===== src/rtl/goomba_pkg.sv =====
// Shared types and defaults for the goomba sprite renderer: life states,
// ROM frame encodings and sprite geometry.
package goomba_pkg;

  typedef enum logic [1:0] {
    ST_IDLE   = 2'd0,
    ST_WALK   = 2'd1,
    ST_SQUISH = 2'd2,
    ST_DEAD   = 2'd3
  } goomba_state_e;

  localparam logic [1:0] FRM_WALK1  = 2'd0;
  localparam logic [1:0] FRM_WALK2  = 2'd1;
  localparam logic [1:0] FRM_SQUISH = 2'd2;

  localparam int          SPRITE_W_DEF      = 20;
  localparam int          SPRITE_H_DEF      = 22;
  localparam int          ANIM_FRAMES_DEF   = 8;
  localparam int          SQUISH_FRAMES_DEF = 30;
  localparam logic [11:0] KEY_COLOR_DEF     = 12'h808;

  // Only a live goomba (walking or being squished) puts pixels on screen.
  function automatic logic is_visible(input logic [1:0] st);
    return (st == ST_WALK) || (st == ST_SQUISH);
  endfunction

endpackage


===== src/rtl/goomba_anim_fsm.sv =====
// Goomba life/animation FSM: tracks IDLE/WALK/SQUISH/DEAD, the walk-cycle
// frame and the squish hold time, and registers the ROM frame select.
module goomba_anim_fsm
  import goomba_pkg::*;
#(
  parameter int ANIM_FRAMES   = ANIM_FRAMES_DEF,
  parameter int SQUISH_FRAMES = SQUISH_FRAMES_DEF
) (
  input  logic       Clk,
  input  logic       Reset_n,
  input  logic       frame_tick,
  input  logic       spawn,
  input  logic       stomp,
  output logic [1:0] state,
  output logic [1:0] frame_sel
);

  localparam int AW = $clog2(ANIM_FRAMES + 1);
  localparam int SW = $clog2(SQUISH_FRAMES + 1);
  localparam logic [AW-1:0] ANIM_LAST   = AW'(ANIM_FRAMES - 1);
  localparam logic [SW-1:0] SQUISH_LAST = SW'(SQUISH_FRAMES - 1);

  goomba_state_e st;
  logic [AW-1:0] anim_cnt;
  logic [SW-1:0] squish_cnt;
  logic          walk_frame;

  assign state = st;

  always_ff @(posedge Clk) begin
    if (!Reset_n) begin
      st         <= ST_IDLE;
      anim_cnt   <= '0;
      squish_cnt <= '0;
      walk_frame <= 1'b0;
      frame_sel  <= FRM_WALK1;
    end else if (spawn) begin
      // spawn restarts from any state and beats a simultaneous stomp
      st         <= ST_WALK;
      anim_cnt   <= '0;
      squish_cnt <= '0;
      walk_frame <= 1'b0;
      frame_sel  <= FRM_WALK1;
    end else begin
      unique case (st)
        ST_WALK: begin
          if (stomp) begin
            // a frame_tick in the same cycle is not counted toward the squish
            st         <= ST_SQUISH;
            squish_cnt <= '0;
            frame_sel  <= FRM_SQUISH;
          end else if (frame_tick) begin
            if (anim_cnt == ANIM_LAST) begin
              anim_cnt   <= '0;
              walk_frame <= ~walk_frame;
              frame_sel  <= walk_frame ? FRM_WALK1 : FRM_WALK2;
            end else begin
              anim_cnt <= anim_cnt + AW'(1);
            end
          end
        end
        ST_SQUISH: begin
          if (frame_tick) begin
            if (squish_cnt == SQUISH_LAST) begin
              st         <= ST_DEAD;
              squish_cnt <= '0;
              frame_sel  <= FRM_WALK1;
            end else begin
              squish_cnt <= squish_cnt + SW'(1);
            end
          end
        end
        default: ;
      endcase
    end
  end

endmodule


===== src/rtl/goomba_sprite_renderer.sv =====
// Goomba sprite front end: hit-tests each requested pixel against the sprite
// box, addresses the frame ROM (mirrored by facing) and keys out the chroma colour.
module goomba_sprite_renderer
  import goomba_pkg::*;
#(
  parameter int          SPRITE_W      = SPRITE_W_DEF,
  parameter int          SPRITE_H      = SPRITE_H_DEF,
  parameter int          ANIM_FRAMES   = ANIM_FRAMES_DEF,
  parameter int          SQUISH_FRAMES = SQUISH_FRAMES_DEF,
  parameter logic [11:0] KEY_COLOR     = KEY_COLOR_DEF
) (
  input  logic        Clk,
  input  logic        Reset_n,
  input  logic        frame_tick,
  input  logic        spawn,
  input  logic        stomp,
  input  logic [9:0]  goomba_x,
  input  logic [9:0]  goomba_y,
  input  logic        goomba_dir,
  input  logic        pix_req,
  input  logic [9:0]  DrawX,
  input  logic [9:0]  DrawY,
  output logic [8:0]  read_address,
  output logic [1:0]  frame_sel,
  input  logic [11:0] rom_color,
  output logic        pixel_valid,
  output logic [11:0] pixel_color,
  output logic        pixel_opaque,
  output logic [1:0]  goomba_state
);

  logic [1:0] fsm_state;
  logic [1:0] fsm_frame;

  goomba_anim_fsm #(
    .ANIM_FRAMES   (ANIM_FRAMES),
    .SQUISH_FRAMES (SQUISH_FRAMES)
  ) u_anim_fsm (
    .Clk        (Clk),
    .Reset_n    (Reset_n),
    .frame_tick (frame_tick),
    .spawn      (spawn),
    .stomp      (stomp),
    .state      (fsm_state),
    .frame_sel  (fsm_frame)
  );

  assign goomba_state = fsm_state;

  // S1: 11-bit geometry so a sprite near the right/bottom edge never wraps.
  logic [10:0] draw_x, draw_y, org_x, org_y;
  logic [10:0] dx, dy, col;
  logic        hit;

  assign draw_x = {1'b0, DrawX};
  assign draw_y = {1'b0, DrawY};
  assign org_x  = {1'b0, goomba_x};
  assign org_y  = {1'b0, goomba_y};
  assign dx     = draw_x - org_x;
  assign dy     = draw_y - org_y;
  assign hit    = (draw_x >= org_x) && (draw_x < org_x + 11'(SPRITE_W)) &&
                  (draw_y >= org_y) && (draw_y < org_y + 11'(SPRITE_H));
  assign col    = goomba_dir ? (11'(SPRITE_W - 1) - dx) : dx;

  logic [15:0] row_base, addr_full;

  generate
    if (SPRITE_W == 20) begin : g_shift_add
      assign row_base = ({5'b0, dy} << 4) + ({5'b0, dy} << 2);
    end else begin : g_mul
      assign row_base = {5'b0, dy} * 16'(SPRITE_W);
    end
  endgenerate

  assign addr_full = row_base + {5'b0, col};

  // Upper address bits only matter for off-sprite pixels, whose address is discarded.
  logic unused_addr_hi;
  assign unused_addr_hi = ^addr_full[15:9];

  logic       hit_q;
  logic [1:0] vld_pipe;

  always_ff @(posedge Clk) begin
    if (!Reset_n) begin
      read_address <= '0;
      frame_sel    <= FRM_WALK1;
      hit_q        <= 1'b0;
      vld_pipe     <= '0;
      pixel_color  <= '0;
      pixel_opaque <= 1'b0;
    end else begin
      if (hit) read_address <= addr_full[8:0];
      frame_sel    <= fsm_frame;
      hit_q        <= pix_req && hit && is_visible(fsm_state);
      vld_pipe     <= {vld_pipe[0], pix_req};
      pixel_color  <= rom_color;
      pixel_opaque <= hit_q && (rom_color != KEY_COLOR);
    end
  end

  assign pixel_valid = vld_pipe[1];

endmodule

===== config.mk =====
export PLATFORM = sky130hd
export DESIGN_NAME = goomba_sprite_renderer
export DESIGN_NICKNAME = d
export VERILOG_FILES = /design/src/rtl/goomba_pkg.sv /design/src/rtl/goomba_anim_fsm.sv /design/src/rtl/goomba_sprite_renderer.sv
export SDC_FILE = /design/constraint.sdc
export NUM_CORES = 1
export LEC_CHECK = 0
export CAP_MARGIN = 5
export CORE_MARGIN = 3
export CORE_UTILIZATION = 54
export CTS_CLUSTER_SIZE = 8
export DETAILED_ROUTE_END_ITERATION = 8
export GPL_TIMING_DRIVEN = 0
export MAX_ROUTING_LAYER = met4
export PLACE_DENSITY = 0.87
export SLEW_MARGIN = 25
export SYNTH_ARGS = -nofsm -noshare
export SYNTH_HDL_FRONTEND = slang
export SYNTH_SLANG_ARGS = --single-unit

===== constraint.sdc =====
create_clock -name Clk -period 12.4 [get_ports Clk]
set_clock_uncertainty 0.05 [all_clocks]
set_input_delay 3.72 -clock Clk [delete_from_list [all_inputs] [get_ports Clk]]
set_output_delay 3.72 -clock Clk [all_outputs]
set_load 0.02 [all_outputs]

# After elaboration in Yosys (flattened, before gate mapping)
# Cells that the tools add are included.
[classes] add_sub_neg=9 order_cmp=4 eq_ne=13 muxes=18 bitwise_logic=3 n_reduce_logical=16
[ops] operator="10-bit by 5-bit adder with 11-bit output (second input constant)" count=2
[ops] operator="10-bit by 11-bit < comparator with 1-bit output" count=2
[ops] operator="10-bit greater-or-equal comparator" count=2
[ops] operator="9-bit adder" count=2
[ops] operator="2-bit 2-to-1 mux" count=8
[ops] operator="5-bit 2-to-1 mux" count=3
[ops] operator="12-bit != test (second input constant)" count=1
[ops] operator="4-bit AND reduction" count=3
[ops] operator="5-bit case mux with 2 select lines" count=1
[ops] operator="9-bit 2-to-1 mux" count=1
[ops] operator="3-bit != test (second input constant)" count=3
[ops] operator="5-bit by 9-bit subtractor with 9-bit output (first input constant)" count=1
[ops] operator="9-bit subtractor" count=1
[ops] operator="2-bit case mux with 2 select lines" count=2
[ops] operator="7-bit subtractor" count=1
[ops] operator="1-bit logical AND" count=6
[ops] operator="3-bit by 2-bit != test with 1-bit output (second input constant)" count=2
[ops] operator="3-bit AND reduction" count=2
[ops] operator="5-bit by 1-bit adder with 5-bit output (second input constant)" count=1
[ops] operator="5-bit == test (second input constant)" count=1
[ops] operator="5-bit AND reduction" count=1
[ops] operator="4-bit by 1-bit adder with 4-bit output (second input constant)" count=1
[ops] operator="4-bit by 3-bit == test with 1-bit output (second input constant)" count=1
[ops] operator="4-bit 2-to-1 mux" count=1
[ops] operator="other kinds (10)" count=14
[totals] reg_bits=41 out_inout_bits=27 elab_cells=75

# Logic depth before layout (Yosys ltp)
[depth] word_depth=7 ltp_mapped=21 ltp_nobuf=21

# Cells and area by module
# A second synthesis with hierarchy kept.
[hier_totals] cells_unflattened=393 area_unflattened_um2=3480.8
[by_module_without_submodules] mod="goomba_sprite_renderer" n_inst=1 cells_each=314 area_per_inst_um2=2786.4 seq_area_each_um2=540.5
[by_module_without_submodules] mod="goomba_anim_fsm" n_inst=1 cells_each=79 area_per_inst_um2=694.4 seq_area_each_um2=280.3

# Worst setup path before layout
# No wires, ideal clock.
[synth_path] kind="input port to flip-flop" startpoint="input port DrawX[0]" endpoint="register read_address[8]" t_arrival_ps=7378 slack_ps=4837 cell_stages=21 path_cell_list="inv_1 > ha_1 > inv_1 > fa_1 > xor2_1 > inv_1 > ha_1 > inv_16 > a2111o_1 > nand2_1 > xor2_1 > fa_1 > inv_1 > ha_1 > o21ai_1 > o21bai_1 > a21oi_1 > xnor3_1 > xor2_1 > xor2_1 > o22ai_1"
[synth_between] elab_chain_cells=4 word_cells_on_any_way=9 cone_classes="add/sub (3); order compare (2); mux (1); reduce/logical (3)"
[synth_lines] item="start, declared" line="goomba_sprite_renderer.sv:21" source="input logic [9:0] DrawX,"
[synth_lines] item="9-bit subtractor (tied with other cells)" line="goomba_sprite_renderer.sv:59" source="assign dx = draw_x - org_x;"
[synth_lines] item="5-bit by 9-bit subtractor with 9-bit output or 1-bit logical AND (tied branches)" line="goomba_sprite_renderer.sv:63, goomba_sprite_renderer.sv:61"
[synth_lines] item="9-bit 2-to-1 mux or 1-bit logical AND (tied branches)" line="goomba_sprite_renderer.sv:63, goomba_sprite_renderer.sv:61"
[synth_lines] item="9-bit adder or 1-bit logical AND (tied branches)" line="goomba_sprite_renderer.sv:75, goomba_sprite_renderer.sv:62"
[synth_lines] item="end signal, assigned" line="goomba_sprite_renderer.sv:93" source="if (hit) read_address <= addr_full[8:0];"
[synth_lines] item="end, declared" line="goomba_sprite_renderer.sv:23" source="output logic [8:0] read_address,"
# Parallel ways exist; a longest one is shown, timed or not.
# A chain may end at the register's enable or synchronous reset.

# Worst setup path after layout
[layout_path] startpoint="input port goomba_x[1]" endpoint="register read_address[8]"
[layout_between] elab_chain_cells=5 word_cells_on_any_way=10 cone_classes="add/sub (4); order compare (2); mux (1); reduce/logical (3)"
[layout_lines] item="start, declared" line="goomba_sprite_renderer.sv:17" source="input logic [9:0] goomba_x,"
[layout_lines] item="parallel branches: the longest is 5 deep, another holds 9-bit subtractor"
# Several ways; the timed one is not identified.

==> flow_summary.json <==
{
  "run_status": "complete, no violations",
  "cts-root-buf": "clkbuf_8",
  "worstPathCellList": "clkdlybuf4s50_1 > inv_1 > ha_1 > nor2b_1 > o31a_2 > a21oi_1 > inv_1 > ha_1 > inv_16 > a2111o_1 > nand2_1 > xor2_1 > fa_1 > inv_1 > ha_1 > o21ai_1 > o21bai_1 > a21oi_1 > xnor3_1 > xor2_1 > xor2_1 > o22ai_1",
  "rsz0062_at_grt": "no",
  "syn_avg_cell_area_sq_um": 8.64,
  "syn_area_sq_mm": 0.00346,
  "routed_wl_microns": 8210,
  "hold_viol_final": 0,
  "ant_nets": 0,
  "power_leakage_nw": 1.91,
  "synthArstFlopShare_pct": 0,
  "critical_path_class": "in -> reg",
  "final.period_utilization_pct": 66.0,
  "ctsResizeCount": 0,
  "dp_hpwl_microns": 7000,
  "antenna_found_initial": 0,
  "holdBufCountCts": 0,
  "routed_via_density": 5.69,
  "grt_usage_pct": 22.8,
  "synth_nets": 518,
  "drive_gt1_share_pct": 2.85,
  "layout.nets": 609,
  "synth_edf_count": 0,
  "synth_top_area_share_pct": 23.7,
  "synth_most_common_cell": "ha_1",
  "reg2reg_from": "u_anim_fsm.state[0]$_SDFFE_PN0P_",
  "grt_max_degree": 13,
  "rows": 28,
  "slew_headroom_pct": 52.0,
  "core-area_sq_mm": 0.00606,
  "drv_cap": 0,
  "ys_ff_latch": 41,
  "cp-start-kind": "input port",
  "setup_viol": 0,
  "grt_pass1_wl_microns": 13700,
  "tightestPinTransition_ps": 711,
  "grt_pass1_vias": 3169,
  "vias": 3227,
  "critPathArrivalTime_ps": 8290,
  "routedWlPerCell_microns": 14.5,
  "h-tree-depth": 2,
  "clk_pin_slew_ps": 80,
  "fin_setup_tns_ps": 0,
  "postSynthCellCount": 400,
  "crit_path_start": "goomba_x[1]",
  "cts_inserted_buffers": 5,
  "io_buffers": 84,
  "clock_path_buffers": 2,
  "initial_core_util_pct": 57.0,
  "nFillCells": 468,
  "drt_iter0_markers": 118,
  "ir_drop_uv": 80.5,
  "first_pass_iters": 4,
  "hp-start": "hit_q$_SDFF_PN0_",
  "drc": 0,
  "min-delay-path-class": "reg -> reg",
  "critPathMaxFanout": 4,
  "cts_sinks": 41,
  "cp.required_ps": 12510,
  "ys.flop_type": "dfxtp_1",
  "max_freq_ghz": 0.122,
  "drv_slew": 0,
  "holdWs_ps": 386,
  "yosys.area.top_type": "dfxtp_1",
  "cpPeakStageDelay_ps": 490,
  "ys_top_cells_by_count": "ha_1 (52), dfxtp_1 (41), inv_1 (37)",
  "gp_congestion": 0.940,
  "post_cts_buffers": 0,
  "clock_latency_ps": 290,
  "die_h_microns": 86.0,
  "die_width_microns": 86.0,
  "overflow": 0,
  "critPathSlowestCell": "fa_1",
  "syn2layout_area_growth_pct": 29.4,
  "die_area_sq_mm": 0.00740,
  "endpoint_kind": "register",
  "synth.distinct_cells": 55,
  "synth_area_leaders": "dfxtp_1 (24%), ha_1 (19%), xnor2_1 (5.8%)",
  "diodes": 0,
  "power.density_mw_per_mm2": 109,
  "io_pins": 86,
  "synth_warnings": 0,
  "cts_tree": "done",
  "period_needed_ps": 8180,
  "yosysSeqAreaShare_pct": 23.7
}
[flip-flops by register name, indices dropped and copies added (netlist names)]
signal                 flops
u_anim_fsm.frame_sel       2
hit_q                      1
u_anim_fsm.walk_frame      1
u_anim_fsm.anim_cnt        4
pixel_opaque               1
u_anim_fsm.state           2
frame_sel                  2
vld_pipe                   2
u_anim_fsm.squish_cnt      5
read_address               9
pixel_color               12
[power by group]
part           internal (W)  switching, W  total (W)
combinational      0.000127      0.000135   0.000261
clock             0.0000390     0.0000435  0.0000825
sequential         0.000139    0.00000416   0.000143
[through the flow]
step | cell area, sq um | total power (W) | utilization, % | setup slack, ps | cells
detailed placement | 4390 | 0.000406 | 72.5 | 3940 | 559
floorplan | 3460 | 0.000330 | - | 4840 | 400
global route | 4470 | 0.000528 | 73.8 | 3870 | 567
CTS | 4470 | 0.000489 | 73.8 | 4220 | 567
global placement | 4390 | 0.000394 | 72.5 | 4060 | 559
finish | 4470 | 0.000487 | 73.8 | 4220 | 567
[critical path, delay by kind of cell]
family / cells / cell delay, ps
AOI/OAI and AO/OA: 7 / 1190
xor gates and xnor gates: 4 / 910
adders and majority gates: 4 / 1470
buffers and inverters: 5 / 740
and+or+nand+nor: 2 / 260
[cell families (layout without fill, tap and decap cells)]
logic type,after synthesis,in the layout,share of synthesized area (%)
fa+ha+maj,59,59,22.9
compound gates,102,102,20.3
buf+inv,44,136,5.25
simple gates,114,114,17.2
xor+xnor,39,39,10.3
flops,41,41,23.7
mux,1,1,0.290
[layout by cell type, fill, tap and decap left out, types with 8 or more instances in the layout]
master and instances:
clkdlybuf4s50_1 84, ha_1 52, dfxtp_1 41, inv_1 37, a21oi_1 26, nand2_1 24
xnor2_1 23, nor2_1 23, and2_1 17, xor2_1 15, nand4_1 14, a21o_1 11
o21ai_0 8
[metal layers]
layer	share of wire, %	wire [microns]	GRT usage (%)	vias up
met5	0	0	-	-
met4	1.8	148	7.05	0
met3	6.4	524	2.88	15
met2	49	4020	39.5	106
met1	43	3520	27.3	1488
li1	-	-	-	1618
[final timing paths]
check | end | slack, ps | cells past startpoint
max | read_address[8]$_SDFFE_PN0N_ | 4220 | 22
min | pixel_opaque$_SDFF_PN0_ | 390 | 2
max reg2reg | u_anim_fsm.squish_cnt[1]$_SDFFE_PP0P_ | 10400 | 8
min reg2reg | pixel_opaque$_SDFF_PN0_ | 390 | 2
[area by class of cell]
class	instances	area, sq um	share of cell area [%]
multi-input cells	315	2450	54.9
flip-flops and latches	41	821	18.3
well taps	75	93.8	2.10
clock inverters	2	10.0	0.224
repair buffers	84	841	18.8
plain buffers	5	18.8	0.419
clock buffers	6	72.6	1.62
inverters	39	163	3.64
(Power assumes the default switching activity.)
